`src/rtl/ultrasonic_proximity_filter_pkg.sv`:
```
// Shared definitions for the ultrasonic proximity filter and its neighbours.
// The ranger and this block use the same count scale, so the default
// thresholds and timeout live here.
package ultrasonic_proximity_filter_pkg;

  localparam int DEF_WIDTH       = 16;
  localparam int DEF_AVG_LOG2    = 2;
  localparam int DEF_NEAR_THRESH = 15;
  localparam int DEF_FAR_THRESH  = 20;
  localparam int DEF_CONFIRM     = 2;
  localparam int DEF_TIMEOUT     = 1000;

  typedef enum logic [1:0] {
    ST_FILL  = 2'd0,
    ST_CLEAR = 2'd1,
    ST_NEAR  = 2'd2,
    ST_FAULT = 2'd3
  } state_t;

endpackage

```
`src/rtl/ultrasonic_proximity_filter_pulse_window_avg.sv`:
```
// Sliding-window averager: circular sample buffer, running sum and fill count.
// avg_calc/calc_valid expose the average that will be registered on this edge
// so the downstream FSM can act on it in the same cycle as avg/avg_valid.
module pulse_window_avg
  import ultrasonic_proximity_filter_pkg::*;
#(
  parameter int WIDTH    = DEF_WIDTH,
  parameter int AVG_LOG2 = DEF_AVG_LOG2
) (
  input  logic             clk,
  input  logic             reset,
  input  logic             flush,
  input  logic [WIDTH-1:0] sample,
  input  logic             sample_valid,
  output logic [WIDTH-1:0] avg_calc,
  output logic             calc_valid,
  output logic [WIDTH-1:0] avg,
  output logic             avg_valid
);

  localparam int DEPTH  = 1 << AVG_LOG2;
  localparam int SUM_W  = WIDTH + AVG_LOG2;
  localparam int FILL_W = AVG_LOG2 + 1;

  logic [WIDTH-1:0]    buffer [DEPTH];
  logic [AVG_LOG2-1:0] wr_ptr;
  logic [SUM_W-1:0]    sum;
  logic [SUM_W-1:0]    sum_next;
  logic [FILL_W-1:0]   fill;
  logic                full;

  // fill saturates at DEPTH, so its top bit alone marks a full window
  assign full       = fill[AVG_LOG2];
  assign sum_next   = sum + SUM_W'(sample) - SUM_W'(buffer[wr_ptr]);
  assign avg_calc   = sum_next[SUM_W-1:AVG_LOG2];
  assign calc_valid = sample_valid && (full || (fill == FILL_W'(DEPTH - 1)));

  // Window storage, running sum and registered average
  always_ff @(posedge clk) begin
    if (!reset || flush) begin
      for (int i = 0; i < DEPTH; i++) begin
        buffer[i] <= '0;
      end
      wr_ptr    <= '0;
      sum       <= '0;
      fill      <= '0;
      avg_valid <= 1'b0;
      if (!reset) begin
        avg <= '0;
      end
    end else begin
      avg_valid <= calc_valid;
      if (sample_valid) begin
        buffer[wr_ptr] <= sample;
        wr_ptr         <= wr_ptr + AVG_LOG2'(1);
        sum            <= sum_next;
        if (!full) begin
          fill <= fill + FILL_W'(1);
        end
      end
      if (calc_valid) begin
        avg <= avg_calc;
      end
    end
  end

endmodule

```
`src/rtl/ultrasonic_proximity_filter.sv`:
```
// Ultrasonic proximity filter: moving average of echo widths, debounced
// hysteretic proximity alert and a sensor-stall watchdog.
module ultrasonic_proximity_filter
  import ultrasonic_proximity_filter_pkg::*;
#(
  parameter int WIDTH       = DEF_WIDTH,
  parameter int AVG_LOG2    = DEF_AVG_LOG2,
  parameter int NEAR_THRESH = DEF_NEAR_THRESH,
  parameter int FAR_THRESH  = DEF_FAR_THRESH,
  parameter int CONFIRM     = DEF_CONFIRM,
  parameter int TIMEOUT     = DEF_TIMEOUT
) (
  input  logic             clk,
  input  logic             reset,
  input  logic [WIDTH-1:0] pulse_in,
  input  logic             pulse_valid,
  output logic [WIDTH-1:0] avg_out,
  output logic             avg_valid,
  output logic             alert,
  output logic             fault
);

  localparam int WD_W   = $clog2(TIMEOUT + 1);
  localparam int CONF_W = $clog2(CONFIRM + 1);

  state_t            state;
  logic [WD_W-1:0]   wd_count;
  logic [CONF_W-1:0] confirm;
  logic              wd_hit;
  logic              in_near;
  logic              qualify;
  logic              confirm_last;
  logic [WIDTH-1:0]  avg_calc;
  logic              calc_valid;

  pulse_window_avg #(
    .WIDTH    (WIDTH),
    .AVG_LOG2 (AVG_LOG2)
  ) u_window (
    .clk          (clk),
    .reset        (reset),
    .flush        (wd_hit),
    .sample       (pulse_in),
    .sample_valid (pulse_valid),
    .avg_calc     (avg_calc),
    .calc_valid   (calc_valid),
    .avg          (avg_out),
    .avg_valid    (avg_valid)
  );

  // A pulse on the would-be timeout cycle clears the count instead of tripping
  assign wd_hit       = !pulse_valid && (wd_count == WD_W'(TIMEOUT - 1));
  assign in_near      = (state == ST_NEAR);
  // FILL and FAULT evaluate their first average with the CLEAR rule
  assign qualify      = in_near ? (avg_calc >= WIDTH'(FAR_THRESH))
                                : (avg_calc <  WIDTH'(NEAR_THRESH));
  assign confirm_last = (confirm == CONF_W'(CONFIRM - 1));

  // Watchdog: counts idle cycles, saturating at TIMEOUT
  always_ff @(posedge clk) begin
    if (!reset || pulse_valid) begin
      wd_count <= '0;
    end else if (wd_count != WD_W'(TIMEOUT)) begin
      wd_count <= wd_count + WD_W'(1);
    end
  end

  // Hysteresis FSM with confirm counter and registered alert/fault
  always_ff @(posedge clk) begin
    if (!reset) begin
      state   <= ST_FILL;
      confirm <= '0;
      alert   <= 1'b0;
      fault   <= 1'b0;
    end else if (wd_hit) begin
      state   <= ST_FAULT;
      confirm <= '0;
      alert   <= 1'b0;
      fault   <= 1'b1;
    end else if (pulse_valid) begin
      fault <= 1'b0;
      if (calc_valid) begin
        if (qualify && confirm_last) begin
          state   <= in_near ? ST_CLEAR : ST_NEAR;
          alert   <= !in_near;
          confirm <= '0;
        end else begin
          state   <= in_near ? ST_NEAR : ST_CLEAR;
          confirm <= qualify ? confirm + CONF_W'(1) : '0;
        end
      end else begin
        state <= ST_FILL;
      end
    end
  end

endmodule

```
`config.mk`:
```
export PLATFORM = sky130hd
export DESIGN_NAME = ultrasonic_proximity_filter
export DESIGN_NICKNAME = d
export VERILOG_FILES = /design/src/rtl/ultrasonic_proximity_filter_pkg.sv /design/src/rtl/ultrasonic_proximity_filter_pulse_window_avg.sv /design/src/rtl/ultrasonic_proximity_filter.sv
export SDC_FILE = /design/constraint.sdc
export NUM_CORES = 1
export LEC_CHECK = 0
export ABC_AREA = 1
export CORE_UTILIZATION = 45
export CTS_CLUSTER_SIZE = 25
export DETAILED_ROUTE_END_ITERATION = 10
export DONT_BUFFER_PORTS = 1
export HOLD_SLACK_MARGIN = 0.12
export PLACE_DENSITY_LB_ADDON = 0.15
export SYNTH_ARGS = -nofsm -noshare
export SYNTH_HDL_FRONTEND = slang
export SYNTH_HIERARCHICAL = 1
export SYNTH_SLANG_ARGS = --single-unit
```
`constraint.sdc`:
```
create_clock -name clk -period 4.54 [get_ports clk]
set_clock_uncertainty 0.1 [all_clocks]
set_input_delay 0.454 -clock clk [delete_from_list [all_inputs] [get_ports clk]]
set_output_delay 0.454 -clock clk [all_outputs]
set_load 0.005 [all_outputs]
```
# Word level (Yosys, flattened, before mapping)
# Memory sizes are Yosys's and may differ from the RTL's. A register that Yosys moved wholly into a read port is not among the register bits.
# Index checks and enable logic that the tools add are counted.
# totals
reg_bits	56
mem_bits_rw	64
word_cells	70
memories	1
# classes
n_addsub	6
n_lt_le_gt_ge	2
eq_ne	6
mux	25
bitwise	2
n_reduce_logical	17
# mem_list
memory	depth	word_bits	rd	rd_ports_with_merged_regs	wr	line_no	source
u_window.buffer	4	16	1	1	4	ultrasonic_proximity_filter_pulse_window_avg.sv:25	logic [WIDTH-1:0] buffer [DEPTH];
# ops
op	n
$mux W16	4
$mux W2	11
$add A18 B16 Y18	1
$sub A18 B16 Y18	1
$ge A16 B5 Y1 const B	1
$lt A16 B4 Y1 const B	1
$reduce_or A16 Y1	1
$add A10 B1 Y10 const B	1
$eq A10 B10 Y1 const B	1
$ne A10 B10 Y1 const B	1
$mux W1	9
$reduce_and A2 Y1	3
$add A2 B1 Y2 const B	2
$reduce_bool A2 Y1	2
$add A3 B1 Y3 const B	1
$eq A3 B2 Y1 const B	1
$logic_and A1 B1 Y1	3
$logic_not A1 Y1	3
$logic_or A1 B1 Y1	3
$mux W3	1
$reduce_and A3 Y1	1
$eq A2 B1 Y1 const B	1
$eq A2 B2 Y1 const B	1
$ne A2 B2 Y1 const B	1
2 further kinds	3

# Logic depth before layout (Yosys ltp)
# Gate-level depths: netlist (run 1).
# depth
ltp_word	9
depth_mapped	28
ltp_nobuf	26

# By module
# The synthesis (run 1) kept the hierarchy.
# by_module_without_submodules
mod	n_inst	cells_per_inst	area_per_inst_um2	seq_area_each_um2
pulse_window_avg	1	648	5791.8	2922.8
ultrasonic_proximity_filter	1	131	895.9	320.3

# Least setup slack after synthesis (run 1)
# Ideal clock, no wire load.
# synth_timing
kind	reg2reg
from	register with a tool-made name
to	register alert
setup_time_ns	0.122
arrival_time_ns	3.451
required_ns	4.318
path_slack_ns	0.868
stages_incl_launch_ff	24
synth_period_minus_slack_ns	3.672
path_cell_list	dfxtp_1 > inv_1 > clkbuf_1 > nor2_1 > o22ai_1 > fa_1 > fa_1 > o21ai_0 > nand2_1 > nand2_1 > nand2_1 > nand2_1 > nand2_1 > nand2_1 > inv_1 > buf_4 > nor2_1 > nand2_1 > nor2_1 > nand2_1 > nand2_1 > nand3_1 > o21ai_0 > a21oi_1
# synth_rtl
element	line_no	source
to (signal assigned)	ultrasonic_proximity_filter.sv:85	alert <= !in_near;
to (decl)	ultrasonic_proximity_filter.sv:19	output logic alert,

==> results of run 1 <==
## state kept, by name, indices dropped and copies added, names as in the netlist, named ones only
name,count
u_window/fill,3
u_window/sum,18
u_window/avg_valid,1
wd_count,10
u_window/wr_ptr,2
alert,1
u_window/buffer,64
u_window/avg,16
state,2
fault,1
confirm,2
## kinds of logic (layout without fill, tap and decap cells)
| group | after synthesis | in the layout | synth area share (%) |
|---|---|---|---|
| compound gates | 110 | 110 | 8.79 |
| xor+xnor | 10 | 10 | 1.31 |
| fa+ha+maj | 38 | 38 | 8.91 |
| buf+inv | 173 | 178 | 11.1 |
| flops | 122 | 122 | 48.5 |
| simple gates | 326 | 326 | 21.4 |
## worst max-delay path, delay by kind of cell (launching register included)
kind                       cells  cell delay [ns]
and+or+nand+nor               14             1.70
adders and majority gates      2             0.84
AOI/OAI and AO/OA              4             0.56
buffers and inverters          4             0.46
DFF                            1             0.32
## where the power goes
| part | internal, W | total [W] | leakage, nW | switching, W |
|---|---|---|---|---|
| sequential | 0.00142 | 0.00149 | 1.17 | 0.0000752 |
| clock | 0.000986 | 0.00148 | 0.307 | 0.000493 |
| combinational | 0.000685 | 0.00205 | 1.90 | 0.00136 |
| total | 0.00309 | 0.00502 | 3.37 | 0.00193 |
## per-layer routing
metal  wire length [µm]  track usage (%)
met5                  0                0
met4                144             7.14
met3                538             5.04
met2               7650             36.7
met1               6860             26.9
## cells in the mapped netlist (5+ instances only)
cell	n
o22ai_1	24
clkbuf_1	12
a21oi_1	30
nor3_1	6
ha_1	22
nand3b_1	5
xnor2_1	7
fa_1	16
buf_4	16
dfxtp_1	42
inv_1	135
o21ai_0	53
nand2_1	123
nand3_1	25
nor2_1	147
edfxtp_1	80
## cell type report
cell class / count / area, µm² / area share, %
Sequential cell: 122 / 3240 / 43.8
Multi-Input combinational cell: 484 / 2710 / 36.6
Inverter: 141 / 537 / 7.24
Clock buffer: 20 / 447 / 6.03
Tap cell: 184 / 230 / 3.11
Clock inverter: 11 / 193 / 2.60
Timing Repair Buffer: 6 / 51.3 / 0.692
## how the worst max path moves through the flow
stage,start,endpoint,slack (ns),cells after the start
5_1_grt,flip-flop,alert,0.08,24
3_3_place_gp,flip-flop,alert,0.50,24
3_5_place_dp,flip-flop,alert,0.47,24
6_report,flip-flop,alert,0.44,24
4_1_cts,flip-flop,alert,0.44,24
2_1_floorplan,flip-flop,alert,0.87,23
## per-stage QoR
step | total power [W] | hold slack (ns) | setup slack, ns | utilization, %
2_1_floorplan | 0.00339 | 0.326 | 0.868 | -
3_3_place_gp | 0.00354 | 0.341 | 0.502 | 46.5
3_5_place_dp | 0.00356 | 0.340 | 0.466 | 46.5
4_1_cts | 0.00505 | 0.161 | 0.441 | 51.0
5_1_grt | 0.00544 | 0.171 | 0.0787 | 51.0
6_report | 0.00502 | 0.169 | 0.439 | 51.0
## what timing repair did
action / CTS / global route
hold buffers: 1 / 0
gates resized for setup: 0 / 2
endpoints found under the setup margin: 0 / 1
endpoints found under the hold margin: 5 / 0
==> summary.txt, run 1 <==
Clock network
  • Worst skew pair latency: 0.42 ns
  • Number of H-tree levels: 4
  • CTS clock-pin slew for the worst setup and hold paths: 0.06 ns
  • CTS root buffer: clkbuf_16
  • Clock buffer depth: 2
  • CTS tree: built
  • CTS buffer count: 17
  • CTS Sinks: 122
  • Post CTS Setup Buffer Count: 0

Timing
  • Fin. max-slew vios: 0
  • Peak Freq: 0.244 GHz
  • Final setup TNS: 0 ns
  • RSZ-0062 raised after global routing: no
  • Final Hold Viols: 0
  • Slew @ Worst Pin: 0.895 ns
  • Final min period: 4.10 ns
  • Period utilization: 90.3%
  • Slew headroom: 40.2%
  • Final setup vio count: 0

Route
  • WL/cell: between 15 and 20 µm
  • Detailed-route wire length: 15200 µm
  • DRT Pass-1 Iters: 5
  • Iter 0 DRT Violations: 454
  • Vias: 4940
  • ANT nets after route: 0
  • Vias per std cell: 5.10
  • Remaining DRCs: 0

Flow run
  • Maxcap violations: 0

Power
  • Cell Pwr Density: 677 nW/µm²
  • Maximum vdd drop: 0.343 mV
  • Leak pwr: 3.37 nW

Layout
  • Area grow syn2layout: 10.8%
  • Most common cell after layout, fill and taps aside: nor2_1
  • Final std cells w/o fill: 968
  • Finished Cell Area: 7410 µm²
  • Layout cells sized above 1: 7.02%
  • Layout net count: 829
  • Fillers: 1404
  • ANT cells: 0
  • Most frequent cells in the layout: nor2_1 (147), inv_1 (135), nand2_1 (123)

Placed design
  • Placed Area: 6760 µm²
  • Routability cong.: between 0.8 and 0.9
  • DP HPWL: between 10000 and 15000 µm
  • IO buf count: 0
  • Dpl cells: 936

Logic synthesis
  • Cell area after synthesis: between 6000 and 7000 µm²
  • Yosys warnings: 6
  • Top cells by area, synth: edfxtp_1 (36%), dfxtp_1 (13%), nor2_1 (8.3%)
  • Mapped Nets: 836
  • Post-Synthesis Cells: slightly below 800
  • Post-synth EDFFs: 80
  • Synthesized flop and latch total: 122
  • Top_reg_cell synth: edfxtp_1
  • Area leader, netlist: edfxtp_1
  • Area share of the largest cell type after synthesis: between 30% and 40%
  • Syn Area/Cell: 8.58 µm²
  • Sequential area share after synthesis: 48.5%
  • Cell variety after synth: 37
  • Post-synth ARST share: 0%

Setup path
  • Most used cell, CP: nand2_1
  • CP Launch Type: flip-flop
  • WP data arrival: 4.31 ns
  • Slowest-stage cell, CP: fa_1
  • R2r worst-path depth: 24
  • RR Endpoint: alert
  • Critical path class: flip-flop to flip-flop
  • Critical Path RT: 4.75 ns
  • Worst path max stage delay: a little under 0.5 ns
  • Crit-path cells: inv_1, buf_6, o21ai_0, o22ai_1, fa_1, inv_1, ha_1, nand2_1, nor2_1, nand3_1, nand3_1, nand2_1, nand2_1, nand2_1, nand2_1, inv_1, nor2_1, nand2_1, nor2_1, nand2_1, nand2_1, nand3_1, o21ai_0, a21oi_1
  • Worst setup EP type: flip-flop
  • Reg-to-reg slack, setup: 0.44 ns
  • CP max FO: 22

Floorplanning
  • Num rows: between 40 and 50
  • IO Count: 38
  • Die height: 124 µm
  • Initial core utilization: 46.0%
  • Die width: 124 µm
  • Core area: between 10000 and 15000 µm²
  • Die area: 15400 µm²

Status
  • Status: completed

Global route
  • Largest net degree at the start of global routing: 33
  • First-pass GRT wire length: 24100 µm
  • Via count of the first global-routing pass: 4678
  • Initial antenna violation count: 0
  • Grt ovf: 0
  • Gr usage total: 21.6%

Worst hold path
  • Worst Hold Depth: 3
  • HP Class: primary input to flip-flop
  • Hold EP: u_window/sum[0]
  • Min-delay src: pulse_in[0]
Power figures use the tool's default switching activity.
==> run 2: changes to the inputs <==
- clock period: 4.54 -> 4.1 ns (I/O delays scaled with it)
==> summary.txt, run 2 (synthesized netlist as in run 1, its figures left out) <==
Power
  • Clock power frac: about a quarter
  • Combinational group share of total power: around 45%
  • Internal power: 0.00345 W
  • Maximum vdd drop: about 0.4 mV
  • Cell Pwr Density: 753 nW/µm²
  • Sw power: ~0.0022 W
  • Sw Share: 39.0%
  • Sequential share of power: 29.3%
  • Leak pwr: 3.41 nW

Setup path
  • R2r worst-path depth: 23
  • Critical path class: flip-flop to flip-flop
  • Reg-to-reg slack, setup: 0.35 ns
  • WP data arrival: 4.01 ns
  • CP max FO: 12
  • Worst setup EP type: flip-flop
  • CP Launch Type: flip-flop
  • Critical Path RT: 4.36 ns
  • RR Endpoint: state[0]

Clock network
  • Worst skew pair latency: 0.42 ns
  • Clock buffer depth: 2
  • Number of H-tree levels: 4
  • CTS buffer count: 17
  • CTS Sinks: 122
  • CTS tree: built
  • CTS clock-pin slew for the worst setup and hold paths: 0.06 ns
  • CTS root buffer: clkbuf_16

Layout
  • Finished Core Util: 51.7%
  • Largest Register: u_window/buffer
  • Layout cells sized above 1: 9.65%
  • Final std cells w/o fill: 982
  • Most common cell after layout, fill and taps aside: nor2_1
  • Largest regs: u_window/buffer: 64 flops, u_window/sum: 18 flops, u_window/avg: 16 flops
  • Fillers: around 1400
  • Layout net count: roughly 840
  • Max reg flops: 64
  • Most frequent cells in the layout: nor2_1 (144), inv_1 (134), nand2_1 (119)
  • ANT cells: 0
  • Area grow syn2layout: 12.4%

Placed design
  • Post-place setup slack: approximately 0.12 ns
  • IO buf count: 0
  • Dpl cells: about 940
  • Routability cong.: 0.850
  • DP HPWL: 11100 µm

Route
  • DRT Pass-1 Iters: 7
  • Vias: 5094
  • Vias per std cell: 5.19
  • WL/cell: about 16 µm
  • Remaining DRCs: 0
  • Iter 0 DRT Violations: about 280
  • ANT nets after route: 0
  • Detailed-route wire length: between 15000 and 20000 µm

Floorplanning
  • Initial core utilization: a little under half
  • Die width: 124 µm
  • Die area: 15400 µm²
  • Num rows: 44
  • Die height: 124 µm
  • Core area: approximately 15000 µm²
  • IO Count: 38

Worst hold path
  • Hold EP: u_window/fill[2]
  • Min-delay src: pulse_valid
  • Worst Hold Depth: 3
  • HP Class: primary input to flip-flop

Timing
  • Slew @ Worst Pin: between 0.8 and 0.9 ns
  • Period utilization: 91.6%
  • Fin. max-slew vios: 0
  • Final Hold Viols: 0
  • Final setup TNS: 0 ns
  • Final setup vio count: 0
  • Worst Hold Margin: 0.138 ns
  • Slew headroom: 40.5%
  • Peak Freq: 0.266 GHz
  • RSZ-0062 raised after global routing: no
  • Post-route worst setup slack: 0.346 ns
  • Final min period: 3.75 ns

Flow run
  • Maxcap violations: 0

Global route
  • Grt ovf: 0
  • First-pass GRT wire length: 24700 µm
  • Via count of the first global-routing pass: 4975
  • Initial antenna violation count: 0
  • Largest net degree at the start of global routing: 28
  • Gr usage total: 21.9%

Status
  • Status: completed
run 2: changes by cell type in the layout (fill, tap and decap cells not counted), sizes merged:
cell	delta
buf	+11
bufinv	-2
dlygate4sd3	+2
clkbuf	+1
clkinv	+6
clkinvlp	-1
inv	-3
run 2: worst max-delay path, cell delays in order (launching register included):
cell and delay, ns:
dfxtp_2 0.35, clkinvlp_4 0.15, buf_12 0.17, o21ai_0 0.08, o22ai_1 0.13, fa_1 0.51, inv_1 0.05, ha_1 0.36
nand2_1 0.14, o21ai_0 0.34, a21oi_1 0.15, nand2_1 0.09, nand2_1 0.06, nand2_1 0.08, inv_1 0.04, nor2_1 0.08
nand2_1 0.07, nor2_2 0.14, nand2_1 0.09, nand2_2 0.11, nand3_1 0.11, nand2_1 0.09, nand3_1 0.08, a21oi_1 0.12
run 2: per-stage QoR:
stage          total power [W]  instance area (µm²)
2_1_floorplan          0.00375                 6690
6_report               0.00566                 7520
5_1_grt                0.00611                 7520
3_5_place_dp           0.00412                 6820
3_3_place_gp           0.00411                 6820
4_1_cts                0.00561                 7410
run 2: layer usage:
metal	part of all wire [%]	up-vias	track usage (%)	wire, µm
met5	0	-	0	0
li1	-	2507	-	-
met1	44	2435	26.3	6830
met4	2.0	0	9.00	316
met3	3.7	27	4.26	582
met2	51	125	38.2	7920
run 2: worst max-delay path by stage:
stage,end,slack (ns),cells past startpoint
floorplan,alert,0.43,23
global placement,alert,0.20,22
detailed placement,alert,0.12,25
CTS,alert,0.11,25
global route,state[0],0.02,24
finish,state[0],0.35,23
run 2: cell type report:
| type | count | area, µm² | share of cell area, % |
|---|---|---|---|
| timing repair buffer | 19 | 174 | 2.31 |
| inverter | 141 | 541 | 7.19 |
| tap | 184 | 230 | 3.06 |
| clock inverter | 11 | 128 | 1.70 |
| multi-input combinational | 484 | 2760 | 36.7 |
| sequential | 122 | 3250 | 43.2 |
| clock buffer | 21 | 440 | 5.86 |
run 2: power groups by stage:
| stage | combinational [W] | sequential [W] | clock (W) |
|---|---|---|---|
| finish | 0.00255 | 0.00166 | 0.00146 |
| global route | 0.00289 | 0.00169 | 0.00154 |
| CTS | 0.00246 | 0.00166 | 0.00149 |
| detailed placement | 0.00244 | 0.00168 | 0 |
| global placement | 0.00243 | 0.00168 | 0 |
| floorplan | 0.00210 | 0.00165 | 0 |
run 2: timing repair:
action                                 in CTS  in global routing
endpoints found under the hold margin       9                  0
hold buffers                                3                  0
setup buffers                               0                  3
resized for setup                           0                 28
setup endpoints to repair                   0                  5
==> run 3: changes to the inputs <==
- SYNTH_HIERARCHICAL: 1 -> unset
==> summary.txt, run 3 <==
Setup path
  • Crit-path cells: buf_4, o21ai_0, o22ai_1, fa_1, inv_1, ha_1, a21oi_1, o21ai_0, nor2_1, nand3b_1, nand2_1, nand2_1, nor2_4, nand3_2, nand2_1, nand3_1, o21ai_0, a21oi_1
  • Buf/Inv on CP: 2
  • CP max FO: 32
  • WP data arrival: 4.00 ns
  • Crit path max-delay family: compound AO/OA/AOI/OAI gates
  • CP Launch Type: flip-flop
  • Critical Path RT: between 4 and 5 ns
  • Critical path class: flip-flop to flip-flop
  • Slowest-stage cell, CP: fa_1
  • Worst setup EP type: flip-flop
  • Worst path max stage delay: between 0.5 and 0.6 ns

Placed design
  • DP HPWL: 11600 µm
  • Routability cong.: 0.919
  • IO buf count: 0
  • Post-place setup slack: between 0.15 and 0.2 ns

Clock network
  • CTS tree: built
  • CTS Sinks: around 120
  • CTS root buffer: clkbuf_16
  • Worst skew pair latency: 0.42 ns
  • CTS clock-pin slew for the worst setup and hold paths: 0.06 ns
  • Number of H-tree levels: 4
  • CTS buffer count: 17
  • Clock buffer depth: 2

Route
  • Vias per std cell: between 5 and 6
  • ANT nets after route: 0
  • WL/cell: around 16 µm
  • Vias: just over 5000
  • Iter 0 DRT Violations: between 400 and 500
  • Detailed-route wire length: 16400 µm
  • DRT Pass-1 Iters: 5
  • Remaining DRCs: 0

Power
  • Clock power frac: 28.1%
  • Sw Share: 39.8%
  • Leak pwr: 3.28 nW
  • Internal power: 0.00320 W
  • Maximum vdd drop: around 0.35 mV
  • Cell Pwr Density: 710 nW/µm²
  • Sequential share of power: 30.6%
  • Combinational group share of total power: 41.3%
  • Sw power: 0.00211 W

Layout
  • Fillers: 1310
  • Largest Register: u_window.buffer
  • FF+latch area: 3240 µm²
  • Multi-input logic area: 2710 µm²
  • Layout cells sized above 1: under 10%
  • Largest regs: u_window.buffer: 64 flops, u_window.sum: 18 flops, u_window.avg: 16 flops
  • Most common cell after layout, fill and taps aside: nor2_1
  • Finished Core Util: 53.0%
  • Area grow syn2layout: 12.9%
  • Max reg flops: 64
  • ANT cells: 0
  • Most frequent cells in the layout: nor2_1 (143), inv_1 (142), nand2_1 (136)
  • Layout net count: 864

Timing
  • Peak Freq: 0.263 GHz
  • RSZ-0062 raised after global routing: no
  • Final setup vio count: 0
  • Final Hold Viols: 0
  • Slew headroom: between 30 and 40%
  • Period utilization: 92.8%
  • Final min period: about 3.8 ns
  • Fin. max-slew vios: 0
  • Slew @ Worst Pin: just over 0.9 ns
  • Post-route worst setup slack: just under 0.3 ns
  • Final setup TNS: 0 ns

Logic synthesis
  • Synth cell count leaders: inv_1 (143), nor2_1 (143), nand2_1 (136)
  • Cell variety after synth: 36
  • Syn Area/Cell: 8.33 µm²
  • Area leader, netlist: edfxtp_1
  • Post-Synthesis Cells: 794
  • Top_reg_cell synth: edfxtp_1
  • Post-synth ARST share: 0%
  • Post-synth EDFFs: 80
  • Mapped Nets: between 800 and 900
  • Sequential area share after synthesis: 49.0%
  • Yosys warnings: 0
  • Top cells by area, synth: edfxtp_1 (36%), dfxtp_1 (13%), inv_1 (8.1%)
  • Area share of the largest cell type after synthesis: around 36%
  • Synthesized flop and latch total: between 100 and 150
  • Cell area after synthesis: 6620 µm²

Floorplanning
  • Die height: about 120 µm
  • IO Count: 38
  • Die area: 15200 µm²
  • Initial core utilization: a little under half
  • Die width: 123 µm
  • Core area: 14100 µm²
  • Num rows: 43

Global route
  • Via count of the first global-routing pass: between 4000 and 5000
  • Gr usage total: 23.1%
  • First-pass GRT wire length: 25600 µm
  • Largest net degree at the start of global routing: 34
  • Initial antenna violation count: 0
  • Grt ovf: 0

Status
  • Status: completed

Worst hold path
  • Min-delay src: pulse_in[5]
  • HP Class: primary input to flip-flop

Flow run
  • Maxcap violations: 0
-- run 3: cell count changes after synthesis, sizes merged, moves of 4 or more --
cell and delta:
buf -14, nand2 +11, clkinv +10, o22ai +7
inv +6, a21oi -5, nand3 +5, nand4 +5
nor2 -5, o21ai -5, xnor2 -4
-- run 3: worst paths after layout --
check,to,slack (ns),depth (start not counted)
worst max register to register,alert,0.30,18
worst min register to register,wd_count[6],0.37,2
worst max-delay path,alert,0.30,18
worst min-delay path,u_window.buffer[1][5],0.14,2
-- run 3: area by class of cell --
cell class                 count  area share [%]
sequential                   122            43.4
tap                          180            3.01
clock buffer                  24            7.43
clock inverter                 8           0.686
inverter                     157            7.94
timing repair buffer          12            1.27
multi-input combinational    497            36.3
-- run 3: worst register-to-register path, cell delays in order (launching register included) --
cell and delay [ns]:
dfxtp_1 0.33, buf_4 0.30, o21ai_0 0.17, o22ai_1 0.45, fa_1 0.53, inv_1 0.07, ha_1 0.29, a21oi_1 0.17
o21ai_0 0.15, nor2_1 0.19, nand3b_1 0.09, nand2_1 0.11, nand2_1 0.09, nor2_4 0.15, nand3_2 0.10, nand2_1 0.07
nand3_1 0.07, o21ai_0 0.16, a21oi_1 0.08
-- run 3: cells by family after synthesis --
group                    after synthesis  share of synthesized area (%)
XOR/XNOR                               7                          0.926
buffers and inverters                175                           10.2
AND/OR/NAND/NOR                      345                           21.7
adder cells (fa/ha/maj)               38                           9.00
AO/OA/AOI/OAI                        107                           9.11
flip-flops                           122                           49.0
-- run 3: per-stage QoR --
| step | cells | hold slack, ns | power [W] | instance area, µm² |
|---|---|---|---|---|
| after floorplan | 794 | 0.339 | 0.00321 | 6620 |
| after global placement | 963 | 0.349 | 0.00381 | 6810 |
| after detailed placement | 963 | 0.361 | 0.00382 | 6810 |
| after CTS | 997 | 0.125 | 0.00531 | 7440 |
| after global routing | 1000 | 0.125 | 0.00571 | 7470 |
| final | 1000 | 0.139 | 0.00531 | 7470 |
-- run 3: power by group through the flow --
stage | combinational (W) | sequential [W] | clock [W]
after floorplan | 0.00159 | 0.00162 | 0
after global placement | 0.00216 | 0.00164 | 0
after detailed placement | 0.00217 | 0.00165 | 0
after CTS | 0.00218 | 0.00163 | 0.00150
after global routing | 0.00249 | 0.00165 | 0.00156
final | 0.00219 | 0.00162 | 0.00149
-- run 3: metal layers --
metal | routed length, µm | vias up | track usage (%) | part of all wire [%]
met4 | 383 | 0 | 9.26 | 2.3
met2 | 7720 | 148 | 36.9 | 47
met3 | 832 | 25 | 5.81 | 5.1
met1 | 7440 | 2441 | 29.9 | 45
li1 | - | 2570 | - | -
met5 | 0 | - | 0 | 0
-- run 3: repair_timing --
item / 4_1_cts / 5_1_grt
setup endpoints to repair: 0 / 5
hold buffers: 2 / 0
buffers inserted: 0 / 3
hold endpoints to repair: 6 / 0
resized for setup: 0 / 3
